===== src/rtl/mem_access_ctrl.sv =====
// mem_access_ctrl: MAR/MDR memory access sequencer.
// Moore FSM with a ready/timeout handshake toward memory.
module mem_access_ctrl #(
    parameter int TIMEOUT_CYCLES = 16,
    parameter int CNT_WIDTH      = 8
) (
    input  logic clock,
    input  logic clear,
    input  logic req,
    input  logic rw,
    input  logic mem_ready,
    output logic busy,
    output logic done,
    output logic error,
    output logic MARin,
    output logic MDRin,
    output logic Read,
    output logic mem_rd,
    output logic mem_wr
);

    typedef enum logic [2:0] {
        ST_IDLE,
        ST_ADDR,
        ST_DATA,
        ST_WR_WAIT,
        ST_RD_WAIT,
        ST_RD_LATCH,
        ST_DONE,
        ST_ERR
    } state_t;

    localparam logic [CNT_WIDTH-1:0] CNT_LAST =
        CNT_WIDTH'(TIMEOUT_CYCLES - 1);

    state_t               state;
    state_t               state_d;
    logic [CNT_WIDTH-1:0] cnt;
    logic [CNT_WIDTH-1:0] cnt_d;
    logic                 rw_q;
    logic                 rw_d;
    logic                 timeout;

    assign timeout = (cnt == CNT_LAST);

    // State, wait counter and latched access type
    always_ff @(posedge clock or posedge clear) begin
        if (clear) begin
            state <= ST_IDLE;
            cnt   <= '0;
            rw_q  <= 1'b0;
        end else begin
            state <= state_d;
            cnt   <= cnt_d;
            rw_q  <= rw_d;
        end
    end

    // Next state, counter update and Moore output decode
    always_comb begin
        state_d = state;
        cnt_d   = cnt;
        rw_d    = rw_q;
        busy    = 1'b0;
        done    = 1'b0;
        error   = 1'b0;
        MARin   = 1'b0;
        MDRin   = 1'b0;
        Read    = 1'b0;
        mem_rd  = 1'b0;
        mem_wr  = 1'b0;
        unique case (state)
            ST_IDLE: begin
                if (req) begin
                    rw_d    = rw;
                    state_d = ST_ADDR;
                end
            end
            ST_ADDR: begin
                busy    = 1'b1;
                MARin   = 1'b1;
                cnt_d   = '0;
                state_d = rw_q ? ST_DATA : ST_RD_WAIT;
            end
            ST_DATA: begin
                busy    = 1'b1;
                MDRin   = 1'b1;
                cnt_d   = '0;
                state_d = ST_WR_WAIT;
            end
            ST_WR_WAIT: begin
                busy   = 1'b1;
                mem_wr = 1'b1;
                // ready beats a timeout landing on the same cycle
                if (mem_ready) begin
                    state_d = ST_DONE;
                end else if (timeout) begin
                    state_d = ST_ERR;
                end else begin
                    cnt_d = cnt + 1'b1;
                end
            end
            ST_RD_WAIT: begin
                busy   = 1'b1;
                mem_rd = 1'b1;
                Read   = 1'b1;
                if (mem_ready) begin
                    state_d = ST_RD_LATCH;
                end else if (timeout) begin
                    state_d = ST_ERR;
                end else begin
                    cnt_d = cnt + 1'b1;
                end
            end
            ST_RD_LATCH: begin
                busy    = 1'b1;
                MDRin   = 1'b1;
                Read    = 1'b1;
                state_d = ST_DONE;
            end
            ST_DONE: begin
                busy    = 1'b1;
                done    = 1'b1;
                state_d = ST_IDLE;
            end
            ST_ERR: begin
                busy    = 1'b1;
                error   = 1'b1;
                state_d = ST_IDLE;
            end
            default: begin
                state_d = ST_IDLE;
            end
        endcase
    end

endmodule


===== config.mk =====
export PLATFORM = sky130hd
export DESIGN_NAME = mem_access_ctrl
export DESIGN_NICKNAME = d
export VERILOG_FILES = /design/src/rtl/mem_access_ctrl.sv
export SDC_FILE = /design/constraint.sdc
export NUM_CORES = 1
export LEC_CHECK = 0
export CAP_MARGIN = 25
export CORE_MARGIN = 8
export CORE_UTILIZATION = 45
export CTS_CLUSTER_SIZE = 28
export DETAILED_ROUTE_END_ITERATION = 6
export GPL_ROUTABILITY_DRIVEN = 0
export PLACE_DENSITY = 0.72
export SYNTH_ARGS = -nofsm -noshare
export SYNTH_HDL_FRONTEND = slang
export SYNTH_SLANG_ARGS = --single-unit

===== constraint.sdc =====
create_clock -name clock -period 3.3 [get_ports clock]
set_input_delay 0.66 -clock clock [delete_from_list [all_inputs] [get_ports clock]]
set_output_delay 0.66 -clock clock [all_outputs]
set_load 0.01 [all_outputs]

* Word level (Yosys, flattened, before mapping)
Index checks and enable logic that the tools add are counted.
Word-level totals: logic and storage cells 42, register bits 12, input port bits 5
Cells by class: reduce and logical (&&, ||, !) cells 10, $add $sub $neg 1, multiplexer cells 17, equal/unequal tests 11
Operators with widths (count):
- $pmux 3 s7 | 1
- $mux 8 | 2
- $pmux 8 s2 | 1
- $mux 3 | 5
- $eq 3x3->1 const B | 4
- $reduce_or 2->1 | 5
- $add 8x1->8 const B | 1
- $eq 8x4->1 const B | 1
- $mux 1 | 8
- $reduce_or 7->1 | 1
- $eq 3x2->1 const B | 2
- $ne 2x2->1 const B | 3
- $eq 3x1->1 const B | 1
- $logic_not 3->1 | 1
- $reduce_and 3->1 | 1
- $reduce_and 2->1 | 1
- $reduce_bool 2->1 | 1

* Depth between registers and ports, before layout
Gate-level depths: netlist of run 1.
depth in word-level cells 4, mapped depth 6, gate-level depth less buffers 5

* Least setup slack after synthesis of run 1
No wires, ideal clock.
kind flip-flop to output port, start register state[1], end output port mem_rd, buffers on the path 1, path slack 1584 ps, data arrival time 1056 ps, stages on the path, launching flop included 4, required time 2640 ps, cell sequence dfrtp_1 > buf_6 > or2_2 > nor2_1
On the way: longest elaborated chain between the ends 2
Ends and longest elaborated chain:
- start: declaration | line 36 | state_t state;
- start signal: assignment | line 53 | state <= state_d;
- $eq 3x3->1 | line 72 | unique case (state)
- $mux 1 | line 72
- end: declaration | line 18 | output logic mem_rd,
Every way passes these cells.

* Worst setup path in the final report of run 1
start register state[2], end output port mem_rd
Same word-level chain as after synthesis.

==> flow_summary_export.csv, run 1 <==
group,metric,value,unit
outcome,outcome,"complete, no violations",
global_routing,grt_usage,12.2,%
worst_hold_path,min_path_type,"register to register",
yosys,yosys_warnings,0,
final_layout,fin_cells,131,
placement,dp_cells,127,
setup_path,cp_top_family,"buffers and inverters",
yosys,syn_area_per_cell,8.48,µm²
setup_path,critPathBufInv,2,
placement,dpl.hpwl,1390,µm
sta,worst_hold_slack,0.534,ns
power,vdd_drop_max,0.544,mV
clock_network,numCtsBuffers,3,
setup_path,slowest_stage,"dfrtp_1",
yosys,ys_types,29,
die,io_pins,13,
setup_path,cp_data_arrival_time,2.01,ns
sta,skew,0.00872,ns
setup_path,crit_end,"mem_rd",
setup_path,critPathKind,"register to primary output",
sta,finalCritPeriodShare,81.1,%
yosys,ys_ff_latch,12,
final_layout,synthToLayoutAreaGrowth,17.4,%
clock_network,htreeDepth,1,
power,power_frac_seq,36.3,%
route,wirelength,1890,µm
clock_network,cts_tree,"yes",
final_layout,drive_above_1_share,9.43,%
sta,relSlewSlack,65.3,%
yosys,yosysTopAreaCell,"dfrtp_1",
power,pwr-share-clk,16.0,%
power,combPwrFrac,47.7,%
die,die_width,58.5,µm
flow_run,cap_violations,0,
setup_path,reg2reg_slack,1.32,ns
clock_network,clk_pin_slew_worst_paths,0.08,ns
setup_path,cp_max_fo,17,
setup_path,r2r-start,"cnt[0]",
die,rows,15,
final_layout,nFillCells,158,
clock_network,cts_hold_buf,0,
setup_path,critPathLaunchType,"register",
sta,hold_viol,0,
yosys,syn_area,815,µm²
power,p_per_area,774,nW/µm²
sta,rsz0062_at_grt,"false",
route,drc_errors,0,
route,ant_nets,0,
clock_network,cts.sinks,12,
route,vias,766,
power,p_int,413,µW
yosys,synth_nets,102,
global_routing,grt_max_degree,18,
die,initial_core_util,47.7,%
route,drtIter0Drc,14,
sta,final-max-slew-violation-count,0,
setup_path,r2r-end,"cnt[6]",
yosys,synthCells,96,
setup_path,crit_start,"state[2]",
power,switchingPower,326,µW
clock_network,cts_setup_buffers,0,
global_routing,antenna_found_initial,0,
setup_path,cp_cell_sequence,"inv_1, nor2_1, clkdlybuf4s50_1",
die,die_h,58.5,µm
route,wl_per_cell,14.4,µm
power,swShare,44.1,%
setup_path,reg2reg_depth,5,
sta,fin_tns_setup,0,ns
setup_path,required,2.64,ns
clock_network,cts_root_buf,"clkbuf_4",
setup_path,worst-path-stages,3,
route,firstDrtPassIters,4,
yosys,synth_top_area_share,36.9,%
clock_network,worst_skew_pair.late_latency,0.28,ns
yosys,ys_seq_area_share,36.9,%
power,p_leak,0.400,nW
sta,min_period,2.67,ns
global_routing,grt-ovfl-total,0,
sta,worst_pin_slew,0.520,ns
final_layout,fin_nets,113,
clock_network,cts-resized-gates,0,
final_layout,antenna_cells,0,
global_routing,grt_pass1_vias,724,
route,viasPerCell,5.85,
sta,setup_viol,0,
global_routing,grt_pass1_wl,3260,µm
die,dieArea,3430,µm²
setup_path,endpoint_kind,"primary output",
setup_path,slowest_delay,0.67,ns
sta,clock.fmax,374,MHz
placement,io_buffers,12,
final_layout,mostFrequentLayoutCells,"12 x dfrtp_1, 12 x clkdlybuf4s50_1, 10 x nand2_1, 10 x nor2_1, 7 x a21oi_1",
yosys,yosys-top-cells-area,"dfrtp_1 37%, o211ai_1 5.5%, nand2_1 4.6%",
clock_network,cts.path.max_buffers,2,
die,fp.coreArea,1710,µm²
[how the worst min path moves through the flow]
stage	from	to	slack, ns	cells after the start
3_5_place_dp	cnt[7]	cnt[7]	0.51	2
5_1_grt	rw_q	rw_q	0.59	1
2_1_floorplan	cnt[7]	cnt[7]	0.48	2
6_report	cnt[7]	cnt[7]	0.53	2
4_1_cts	cnt[7]	cnt[7]	0.54	2
3_3_place_gp	cnt[7]	cnt[7]	0.51	2
[Yosys cell counts]
master,number
a21o_1,2
a21oi_1,7
a221o_1,1
a221oi_2,1
and3_1,3
and3b_4,1
and4_1,2
buf_2,1
buf_4,2
buf_6,2
clkbuf_1,1
dfrtp_1,12
ha_1,1
inv_1,4
mux2_2,1
nand2_1,10
nand2b_1,2
nand3_1,6
nand4_1,2
nor2_1,10
nor3_1,2
nor4b_2,1
o211ai_1,6
o21ai_0,4
o21ai_2,1
o31ai_1,2
or2_2,1
or3_1,4
or4_1,4
[layer usage]
metal / share of wire (%) / wire length [µm] / global-route usage (%) / up-vias
met5: 0 / 0 / 0 / -
met4: 1.0 / 19 / 3.15 / 0
met3: 6.0 / 114 / 5.22 / 6
met2: 47 / 892 / 19.4 / 28
met1: 46 / 861 / 14.6 / 355
li1: - / - / - / 377
[stage by stage]
step / util (%) / setup slack, ns / power [mW] / area [µm²]
2_1_floorplan: - / 1.58 / 0.510 / 815
3_3_place_gp: 53.8 / 0.992 / 0.617 / 920
3_5_place_dp: 53.8 / 0.944 / 0.626 / 920
4_1_cts: 56.0 / 0.620 / 0.748 / 956
5_1_grt: 56.0 / 0.479 / 0.800 / 956
6_report: 56.0 / 0.625 / 0.740 / 956
[final cells by class]
cell class / instances / area (µm²) / share of cell area (%)
well taps: 25 / 31.3 / 3.27
flip-flops and latches: 12 / 300 / 31.4
inverters: 4 / 15.0 / 1.57
multi-input cells: 74 / 453 / 47.4
repair buffers: 12 / 120 / 12.6
clock buffers: 4 / 36.3 / 3.80
[power by group through the flow]
| stage | registers [mW] | logic [mW] | clock network (mW) |
|---|---|---|---|
| 2_1_floorplan | 0.211 | 0.300 | 0 |
| 3_3_place_gp | 0.269 | 0.348 | 0 |
| 3_5_place_dp | 0.271 | 0.355 | 0 |
| 4_1_cts | 0.268 | 0.357 | 0.124 |
| 5_1_grt | 0.280 | 0.391 | 0.129 |
| 6_report | 0.269 | 0.353 | 0.118 |
[sequential cells by signal, indices dropped and copies added, names as in the netlist]
register and flops:
cnt 8, rw_q 1, state 3
[logic make-up (layout without fill, tap and decap cells)]
| logic type | after synthesis | after routing | synth area share, % |
|---|---|---|---|
| adder cells (fa/ha/maj) | 1 | 1 | 1.54 |
| buffers and inverters | 10 | 20 | 7.52 |
| AO/OA/AOI/OAI | 24 | 24 | 20.1 |
| multiplexers | 1 | 1 | 1.38 |
| flip-flops | 12 | 12 | 36.9 |
| AND/OR/NAND/NOR | 48 | 48 | 32.6 |
[worst min-delay path, cell delays in order (launching register included)]
cell and delay, ns:
dfrtp_1 0.36, o211ai_1 0.09, nand2_1 0.06
No activity file was read; power rests on OpenSTA's default activity.
==> inputs of run 2 (changes only) <==
==> constraint.sdc (replaced) <==
create_clock -name clock -period 2.6 [get_ports clock]
set_input_delay 0.52 -clock clock [delete_from_list [all_inputs] [get_ports clock]]
set_output_delay 0.52 -clock clock [all_outputs]
set_load 0.01 [all_outputs]
==> flow_summary_export.csv, run 2 (same netlist as run 1, synthesis figures left out) <==
group,metric,value,unit
global_routing,antenna_found_initial,0,
power,vdd_drop_max,0.678,mV
die,fp.coreArea,1710,µm²
clock_network,cts.sinks,12,
route,wirelength,1910,µm
global_routing,grt_pass1_wl,3420,µm
worst_hold_path,min_path_type,"primary input to async pin",
sta,setup_viol,0,
clock_network,numCtsBuffers,3,
die,rows,15,
clock_network,clk_pin_slew_worst_paths,0.08,ns
route,drc_errors,0,
sta,hold_viol,0,
die,die_width,58.5,µm
global_routing,grt_pass1_vias,780,
global_routing,grt_usage,12.3,%
placement,io_buffers,12,
sta,clock.fmax,402,MHz
sta,skew,0.000823,ns
route,viasPerCell,5.77,
setup_path,critPathKind,"register to primary output",
route,wl_per_cell,14.4,µm
final_layout,antenna_cells,0,
global_routing,grt_util_met3,2.83,%
outcome,outcome,"complete, no violations",
placement,dp_slack,0.454,ns
sta,min_period,2.49,ns
power,p_leak,0.405,nW
route,vias,762,
sta,worst_pin_slew,0.487,ns
die,dieArea,3430,µm²
clock_network,cts.path.max_buffers,2,
final_layout,synthToLayoutAreaGrowth,18.3,%
final_layout,mostFrequentLayoutCells,"12 x dfrtp_1, 12 x clkdlybuf4s50_1, 10 x nand2_1, 10 x nor2_1, 7 x a21oi_1",
final_layout,reg.largest.list,"cnt (8), state (3), rw_q (1)",
global_routing,use_met2,19.5,%
setup_path,r2r-end,"cnt[4]",
sta,relSlewSlack,67.5,%
setup_path,reg2reg_slack,0.63,ns
sta,setup_slack,0.109,ns
die,io_pins,13,
global_routing,grt-ovfl-total,0,
clock_network,cts_root_buf,"clkbuf_4",
clock_network,cts_tree,"yes",
setup_path,cp_data_arrival_time,1.97,ns
clock_network,htreeDepth,1,
setup_path,r2r-start,"cnt[0]",
setup_path,reg2reg_depth,5,
global_routing,busiest_layer,"met2",
sta,rsz0062_at_grt,"false",
route,drtIter0Drc,19,
setup_path,critPathLaunchType,"register",
die,initial_core_util,47.7,%
power,p_per_area,985,nW/µm²
final_layout,top_register,"cnt",
setup_path,required,2.08,ns
global_routing,grt_util_met1,14.9,%
final_layout,fin_nets,114,
sta,finalCritPeriodShare,95.8,%
setup_path,cp_max_fo,13,
sta,final-max-slew-violation-count,0,
clock_network,cts_hold_buf,0,
global_routing,grt_max_degree,14,
clock_network,cts-resized-gates,0,
final_layout,nFillCells,158,
clock_network,cts_setup_buffers,0,
setup_path,endpoint_kind,"primary output",
die,die_h,58.5,µm
flow_run,cap_violations,0,
placement,dpl.hpwl,1460,µm
clock_network,worst_skew_pair.late_latency,0.27,ns
sta,fin_tns_setup,0,ns
final_layout,largest_reg_flops,8,
route,ant_nets,0,
route,firstDrtPassIters,4,
final_layout,drive_above_1_share,10.3,%
==> run 2: cell types whose count changed in the layout (fill, tap and decap cells not counted), sizes merged <==
cell,previous run,this run
buf,0,1
==> run 2: cell type report <==
| type | instances | area (µm²) | area share, % |
|---|---|---|---|
| flip-flops and latches | 12 | 300 | 31.2 |
| clock buffers | 4 | 36.3 | 3.77 |
| multi-input cells | 74 | 453 | 47.0 |
| well taps | 25 | 31.3 | 3.25 |
| repair buffers | 13 | 128 | 13.2 |
| inverters | 4 | 15.0 | 1.56 |
==> run 2: how the worst max path moves through the flow <==
stage	start	to	slack, ns	depth (start not counted)
3_5_place_dp	state[1]	mem_rd	0.45	3
4_1_cts	state[1]	mem_rd	0.13	3
3_3_place_gp	state[1]	mem_rd	0.49	3
2_1_floorplan	cnt[0]	cnt[2]	0.89	6
6_report	state[1]	mem_rd	0.11	3
5_1_grt	state[1]	mem_rd	0.07	3
==> run 2: metrics by stage <==
stage | utilization, % | instance area (µm²) | total power [mW] | cells | hold WS, ns
floorplan | - | 815 | 0.648 | 96 | 0.385
global placement | 54.3 | 927 | 0.790 | 128 | 0.521
detailed placement | 54.3 | 927 | 0.804 | 128 | 0.535
CTS | 56.4 | 963 | 0.960 | 132 | 0.556
global route | 56.4 | 963 | 1.03 | 132 | 0.574
finish | 56.4 | 963 | 0.949 | 132 | 0.553
==> run 2: critical path, cell delays in order, from the launching register on <==
cell	delay, ns
dfrtp_1	0.51
or2_2	0.34
nor2_1	0.24
clkdlybuf4s50_1	0.60
==> run 2: layer usage <==
layer  share of wire, %  up-vias
met5                  0        -
met4                1.1        0
met3                4.3        4
met2                 47       20
met1                 48      364
li1                   -      374
==> run 2: where the power goes <==
part	total [mW]	leakage, nW	internal, mW	switching [mW]
registers	0.325	0.159	0.234	0.0912
clock network	0.151	0.0210	0.0851	0.0656
logic	0.473	0.225	0.216	0.257
total	0.949	0.405	0.534	0.414
==> inputs of run 3 (changes only) <==
--- a/config.mk
+++ b/config.mk
@@ -5,13 +5,13 @@
 export SDC_FILE = /design/constraint.sdc
 export NUM_CORES = 1
 export LEC_CHECK = 0
-export CAP_MARGIN = 25
 export CORE_MARGIN = 8
 export CORE_UTILIZATION = 45
 export CTS_CLUSTER_SIZE = 28
 export DETAILED_ROUTE_END_ITERATION = 6
 export GPL_ROUTABILITY_DRIVEN = 0
 export PLACE_DENSITY = 0.72
+export SLEW_MARGIN = 5
 export SYNTH_ARGS = -nofsm -noshare
 export SYNTH_HDL_FRONTEND = slang
 export SYNTH_SLANG_ARGS = --single-unit
==> results of run 3 <==
Final layout, timing and power as in run 2 (identical DEF).
